==> config.mk <==
export PLATFORM = sky130hd
export DESIGN_NAME = color_sense
export DESIGN_NICKNAME = d
export VERILOG_FILES = /design/src/rtl/color_pkg.sv /design/src/rtl/color_sense_freq_gate_counter.sv /design/src/rtl/color_sense.sv
export SDC_FILE = /design/constraint.sdc
export NUM_CORES = 1
export LEC_CHECK = 0
export CAP_MARGIN = 20
export CORE_MARGIN = 2
export CORE_UTILIZATION = 46
export CTS_BUF_LIST = sky130_fd_sc_hd__clkbuf_8
export DETAILED_ROUTE_END_ITERATION = 8
export SLEW_MARGIN = 20
export SYNTH_ARGS = -nofsm -noshare
export SYNTH_HDL_FRONTEND = slang
export SYNTH_SLANG_ARGS = --single-unit
==> constraint.sdc <==
create_clock -name clk -period 9.7 [get_ports clk]
set_clock_uncertainty 0.15 [all_clocks]
set_input_delay 2.91 -clock clk [delete_from_list [all_inputs] [get_ports clk]]
set_output_delay 2.91 -clock clk [all_outputs]
set_load 0.01 [all_outputs]
==> src/rtl/color_pkg.sv <==
package color_pkg;

  localparam logic [1:0] COL_NONE  = 2'd0;
  localparam logic [1:0] COL_RED   = 2'd1;
  localparam logic [1:0] COL_GREEN = 2'd2;
  localparam logic [1:0] COL_BLUE  = 2'd3;

  // Filter selects as {s2, s3}
  localparam logic [1:0] FS_RED   = 2'b00;
  localparam logic [1:0] FS_BLUE  = 2'b01;
  localparam logic [1:0] FS_GREEN = 2'b11;
  localparam logic [1:0] FS_CLEAR = 2'b10;

  typedef enum logic [1:0] {
    ST_IDLE,
    ST_SETTLE,
    ST_GATE,
    ST_CLASSIFY
  } cs_state_t;

  // Channel order: 0 red, 1 blue, 2 green, 3 clear
  function automatic logic [1:0] filter_sel(input logic [1:0] ch);
    case (ch)
      2'd0:    return FS_RED;
      2'd1:    return FS_BLUE;
      2'd2:    return FS_GREEN;
      default: return FS_CLEAR;
    endcase
  endfunction

endpackage

==> src/rtl/color_sense_freq_gate_counter.sv <==
module freq_gate_counter #(
  parameter int unsigned CNT_W = 16
) (
  input  logic             clk,
  input  logic             rst,
  input  logic             sig,
  input  logic             clear,
  input  logic             gate,
  output logic [CNT_W-1:0] count
);

  logic [1:0]       sync;
  logic             prev;
  logic             edge_det;
  logic [CNT_W-1:0] acc;

  always_ff @(posedge clk) begin
    if (rst) begin
      sync <= '0;
      prev <= 1'b0;
      acc  <= '0;
    end else begin
      sync <= {sync[0], sig};
      prev <= sync[1];
      if (clear) acc <= '0;
      else       acc <= count;
    end
  end

  assign edge_det = sync[1] & ~prev;

  // count already includes an edge seen this cycle, so a caller sampling it on
  // the last gate cycle gets the full total.
  always_comb begin
    count = acc;
    if (gate && edge_det && (acc != '1)) count = acc + 1'b1;
  end

endmodule

==> src/rtl/color_sense.sv <==
module color_sense
  import color_pkg::*;
#(
  parameter int unsigned GATE_CYC   = 50000,
  parameter int unsigned SETTLE_CYC = 5000,
  parameter int unsigned CNT_W      = 16,
  parameter int unsigned CLEAR_MIN  = 20,
  parameter int unsigned MARGIN     = 4
) (
  input  logic       clk,
  input  logic       rst,
  input  logic       en,
  input  logic       sensor_out,
  output logic       s2,
  output logic       s3,
  output logic [1:0] color,
  output logic       color_valid,
  output logic [1:0] color_cnt,
  output logic       busy
);

  localparam int unsigned TMR_MAX = (GATE_CYC > SETTLE_CYC) ? GATE_CYC : SETTLE_CYC;
  localparam int unsigned TMR_W   = (TMR_MAX > 1) ? $clog2(TMR_MAX) : 1;
  localparam logic [TMR_W-1:0] SETTLE_LD = TMR_W'(SETTLE_CYC - 1);
  localparam logic [TMR_W-1:0] GATE_LD   = TMR_W'(GATE_CYC - 1);
  localparam int unsigned CW = CNT_W + 1;

  cs_state_t        state, state_nxt;
  logic [TMR_W-1:0] timer;
  logic             timer_done;
  logic [1:0]       ch;
  logic [CNT_W-1:0] cnt_q [4];
  logic [CNT_W-1:0] live_cnt;
  logic             gate_on;
  logic             have_result;

  logic [CW-1:0] r, g, b, c, m, n;
  logic [1:0]    mcol, result;

  assign timer_done = (timer == '0);
  assign gate_on    = (state == ST_GATE);
  assign busy       = (state != ST_IDLE);

  freq_gate_counter #(
    .CNT_W(CNT_W)
  ) u_fgc (
    .clk  (clk),
    .rst  (rst),
    .sig  (sensor_out),
    .clear(!gate_on),
    .gate (gate_on),
    .count(live_cnt)
  );

  always_comb begin
    state_nxt = state;
    case (state)
      ST_IDLE:     if (en) state_nxt = ST_SETTLE;
      ST_SETTLE:   if (timer_done) state_nxt = ST_GATE;
      ST_GATE:     if (timer_done) state_nxt = (ch == 2'd3) ? ST_CLASSIFY : ST_SETTLE;
      ST_CLASSIFY: state_nxt = ST_SETTLE;
      default:     state_nxt = ST_IDLE;
    endcase
    if (!en) state_nxt = ST_IDLE;
  end

  always_comb begin
    r = {1'b0, cnt_q[0]};
    b = {1'b0, cnt_q[1]};
    g = {1'b0, cnt_q[2]};
    c = {1'b0, cnt_q[3]};
    if (r >= g && r >= b) begin
      m    = r;
      mcol = COL_RED;
      n    = (g >= b) ? g : b;
    end else if (g >= b) begin
      m    = g;
      mcol = COL_GREEN;
      n    = (r >= b) ? r : b;
    end else begin
      m    = b;
      mcol = COL_BLUE;
      n    = (r >= g) ? r : g;
    end
    result = COL_NONE;
    if ((c >= CW'(CLEAR_MIN)) && (m > n) && ((m - n) >= CW'(MARGIN))) result = mcol;
  end

  always_ff @(posedge clk) begin
    if (rst) begin
      state       <= ST_IDLE;
      timer       <= '0;
      ch          <= '0;
      cnt_q       <= '{default: '0};
      {s2, s3}    <= '0;
      color       <= COL_NONE;
      color_cnt   <= '0;
      color_valid <= 1'b0;
      have_result <= 1'b0;
    end else begin
      state       <= state_nxt;
      color_valid <= 1'b0;
      if (!en) begin
        timer    <= '0;
        ch       <= '0;
        cnt_q    <= '{default: '0};
        {s2, s3} <= FS_RED;
      end else begin
        case (state)
          ST_IDLE, ST_CLASSIFY: begin
            timer    <= SETTLE_LD;
            ch       <= '0;
            cnt_q    <= '{default: '0};
            {s2, s3} <= FS_RED;
            if (state == ST_CLASSIFY) begin
              color       <= result;
              color_valid <= 1'b1;
              have_result <= 1'b1;
              if (!have_result || (result != color)) color_cnt <= 2'd1;
              else if (color_cnt != 2'd3)            color_cnt <= color_cnt + 2'd1;
            end
          end
          ST_SETTLE: timer <= timer_done ? GATE_LD : timer - 1'b1;
          ST_GATE: begin
            if (timer_done) begin
              cnt_q[ch] <= live_cnt;
              timer     <= SETTLE_LD;
              if (ch != 2'd3) begin
                ch       <= ch + 2'd1;
                {s2, s3} <= filter_sel(ch + 2'd1);
              end
            end else begin
              timer <= timer - 1'b1;
            end
          end
          default: ;
        endcase
      end
    end
  end

endmodule

==> impl_metrics.py <==
metrics = {
    "synth": {
        "synth_cell_type_count": 66,
        "synth.most_common_cell": "nor2_1",
        "syn-num-nets": 945,
        "syn_area_per_cell_sq_um": 8.08,
        "yosysTopAreaCell": "dfxtp_1",
        "async_flop_share_pct": 0,
        "synth_top_area_share_pct": 31.0,
        "synth_commonest_cells": "nor2_1 (132), dfxtp_1 (108), ha_1 (76)",
        "ys_seq_elements": 108,
        "yosysSeqAreaShare_pct": 31.0,
        "synthTopCellsByArea": "dfxtp_1 (31%), ha_1 (14%), nor2_1 (7.1%)",
        "ys_warn_count": 0,
        "synth_ff_type": "dfxtp_1",
        "syn-instance-count": 864,
        "synthesis.area_sq_mm": 0.00698,
        "synth_edf_count": 0,
    },
    "grt": {
        "grt_pass1_wl_um": 30100,
        "grt_usage_pct": 23.1,
        "grt_max_degree": 76,
        "first_global_vias": 5952,
        "antenna_found_initial": 0,
        "grt-ovfl-total": 0,
    },
    "critical_path": {
        "worstSetupPathType": "register to register",
        "startpoint_type": "register",
        "cp.required_ns": 9.85,
        "startpoint": "b[13]$_SDFFE_PP0P_",
        "worst-path-max-fanout": 29,
        "arrival_ns": 6.75,
        "reg2reg_from": "b[13]$_SDFFE_PP0P_",
        "reg2reg_depth": 24,
        "end_kind": "register",
    },
    "detailed_routing": {
        "wirelength_um": 18000,
        "via_count": 6191,
        "ant_nets": 0,
        "firstDrtPassIters": 5,
        "dr.first_iter.drc_count": 523,
        "post_drt_wl_per_cell_um": 17.2,
        "remaining_drc_errors": 0,
        "via_per_inst": 5.93,
    },
    "floorplan": {
        "die_h_um": 127,
        "core_sq_mm": 0.0150,
        "row_count": 45,
        "start_util_pct": 46.4,
        "die_w_um": 127,
        "die-area_sq_mm": 0.0162,
        "io_pins": 12,
    },
    "pwr": {
        "powerDensity_mw_per_mm2": 106,
        "leakagePower_nw": 2.90,
        "swShare_pct": 26.9,
        "p_sw_mw": 0.211,
        "p_clk_share_pct": 35.5,
        "power_frac_seq_pct": 57.3,
        "pwr-share-comb_pct": 7.2,
        "p_int_mw": 0.574,
        "peakVddDrop_mv": 0.0938,
    },
    "timing": {
        "fin_crit_sh_pct": 68.0,
        "relSlewSlack_pct": 48.1,
        "rsz0062_at_grt": "no",
        "setup_viol": 0,
        "final_hold_viol_count": 0,
        "whs_ns": 0.302,
        "slew_violations": 0,
        "max_freq_mhz": 152,
        "setup_tns_ns": 0,
        "worst_slew_pin_slew_ns": 0.779,
        "fin_crit_ns": 6.60,
    },
    "layout": {
        "drive_gt1_share_pct": 4.79,
        "area_delta_synth_final_pct": 6.38,
        "design_area_sq_mm": 0.00743,
        "nets": 932,
        "diodes": 0,
    },
    "placement": {
        "placed_area_sq_mm": 0.00722,
        "gp_congestion": 0.894,
        "post-dp-hpwl_um": 13900,
        "io_buffer_count": 11,
    },
    "clocking": {
        "cts_resized": 0,
        "cts_root_buf": "clkbuf_8",
        "postCtsSetupRepairBufs": 0,
        "clockBufferDepth": 2,
        "cts_buffers": 9,
        "cts_tree": "yes",
        "clk_latency_ns": 0.39,
        "hold_buffers": 0,
        "clk_pin_slew_ns": 0.11,
        "htreeDepth": 3,
        "cts_sinks": 108,
    },
    "min_path": {
        "hold_class": "register to register",
        "hp-start": "u_fgc.sync[0]$_SDFF_PP0_",
        "min_path_cells": 1,
    },
    "flow_run": {
        "max_cap_violations": 0,
    },
    "run_status": {
        "status": "finished clean",
    },
}
sequential cells by signal (all words and copies together), names as in the netlist:
signal and count:
b 16, c 14, ch 1, cnt_q 32, color 2, color_cnt 2, color_valid 1, have_result 1
s2 1, s3 1, state 2, timer 16, u_fgc.acc 16, u_fgc.prev 1, u_fgc.sync 2
layout by cell type (no fill, tap or decap), types with 3 or more instances in the layout:
master           instances
a22oi_1                 65
inv_1                   53
o22ai_1                  4
dfxtp_1                108
nor2_1                 132
buf_4                    5
nor2b_1                 24
a21o_1                  21
and2_1                   5
nand3_1                 14
nand3b_1                 5
nor4_1                  12
nor3b_1                  6
o221ai_1                 4
nand4_1                 11
o21ai_0                 49
nand2b_1                11
xor2_1                  14
or3_1                    5
a211oi_2                 3
o21ai_1                  3
o21a_1                  10
clkbuf_8                10
o22a_1                  14
o31ai_1                  3
nand2_1                 43
a21oi_1                 47
a211oi_1                 4
nor3_1                   9
clkdlybuf4s50_1         11
or4_1                    5
mux2_2                   3
a21oi_2                  4
ha_1                    76
xnor2_1                 19
cell type report:
type | instances | area [sq um]
clock buffers | 10 | 138
clock inverters | 6 | 65.1
fillers | 1465 | 7610
inverters | 53 | 199
multi-input cells | 663 | 4480
flip-flops and latches | 108 | 2160
well taps | 188 | 235
repair buffers | 16 | 148
final timing paths:
check | to | slack (ns)
worst max-delay path | color_cnt[0]$_SDFFE_PP0P_ | 3.10
worst min-delay path | u_fgc.sync[1]$_SDFF_PP0_ | 0.30
worst max register to register | color_cnt[0]$_SDFFE_PP0P_ | 3.10
worst min register to register | u_fgc.sync[1]$_SDFF_PP0_ | 0.30
worst max-delay path, stage by stage, from the launching register on:
cell and delay, ns:
dfxtp_1 0.39, inv_1 0.08, ha_1 0.32, a21o_1 0.18, a21o_1 0.17, a21oi_1 0.14, o21ai_0 0.18, a21oi_2 0.41
buf_4 0.38, nor3b_1 0.12, a21oi_2 0.53, o22ai_1 0.18, nor2_1 0.15, ha_1 0.19, fa_1 0.22, nand2b_1 0.12
a21oi_1 0.08, o41a_2 0.41, nor2_1 0.15, mux2_2 0.34, or4_1 0.57, or4_4 0.45, a211oi_2 0.20, o211ai_1 0.13
a22o_1 0.23
per-stage QoR:
step / utilization (%) / total power, mW / cells / setup WS (ns)
floorplan: - / 0.501 / 864 / 3.91
global placement: 48.0 / 0.514 / 1028 / 2.98
detailed placement: 48.0 / 0.515 / 1028 / 2.79
CTS: 49.3 / 0.794 / 1044 / 2.80
global route: 49.4 / 0.817 / 1044 / 2.69
finish: 49.4 / 0.785 / 1044 / 3.10
power groups by stage:
| stage | clock network, mW | logic, mW | registers [mW] |
|---|---|---|---|
| final | 0.279 | 0.0566 | 0.449 |
| after global routing | 0.304 | 0.0626 | 0.450 |
| after CTS | 0.288 | 0.0559 | 0.449 |
| after detailed placement | 0 | 0.0558 | 0.460 |
| after global placement | 0 | 0.0547 | 0.459 |
| after floorplan | 0 | 0.0425 | 0.459 |
routing by layer:
| layer | up-vias | wire length, um | share of wire [%] | GRT usage, % |
|---|---|---|---|---|
| met5 | - | 0 | 0 | 0 |
| met3 | 35 | 785 | 4.4 | 4.36 |
| li1 | 3084 | - | - | - |
| met2 | 154 | 8290 | 46 | 37.9 |
| met1 | 2918 | 8530 | 47 | 30.9 |
| met4 | 0 | 385 | 2.1 | 7.11 |
cells by family after synthesis:
| family | share of synthesized area, % |
|---|---|
| AOI/OAI and AO/OA | 24.8 |
| xor gates and xnor gates | 4.14 |
| adders and majority gates | 13.9 |
| buffers and inverters | 5.14 |
| DFF | 31.0 |
| muxes | 0.771 |
| and+or+nand+nor | 20.3 |
Power figures use the tool's default switching activity.
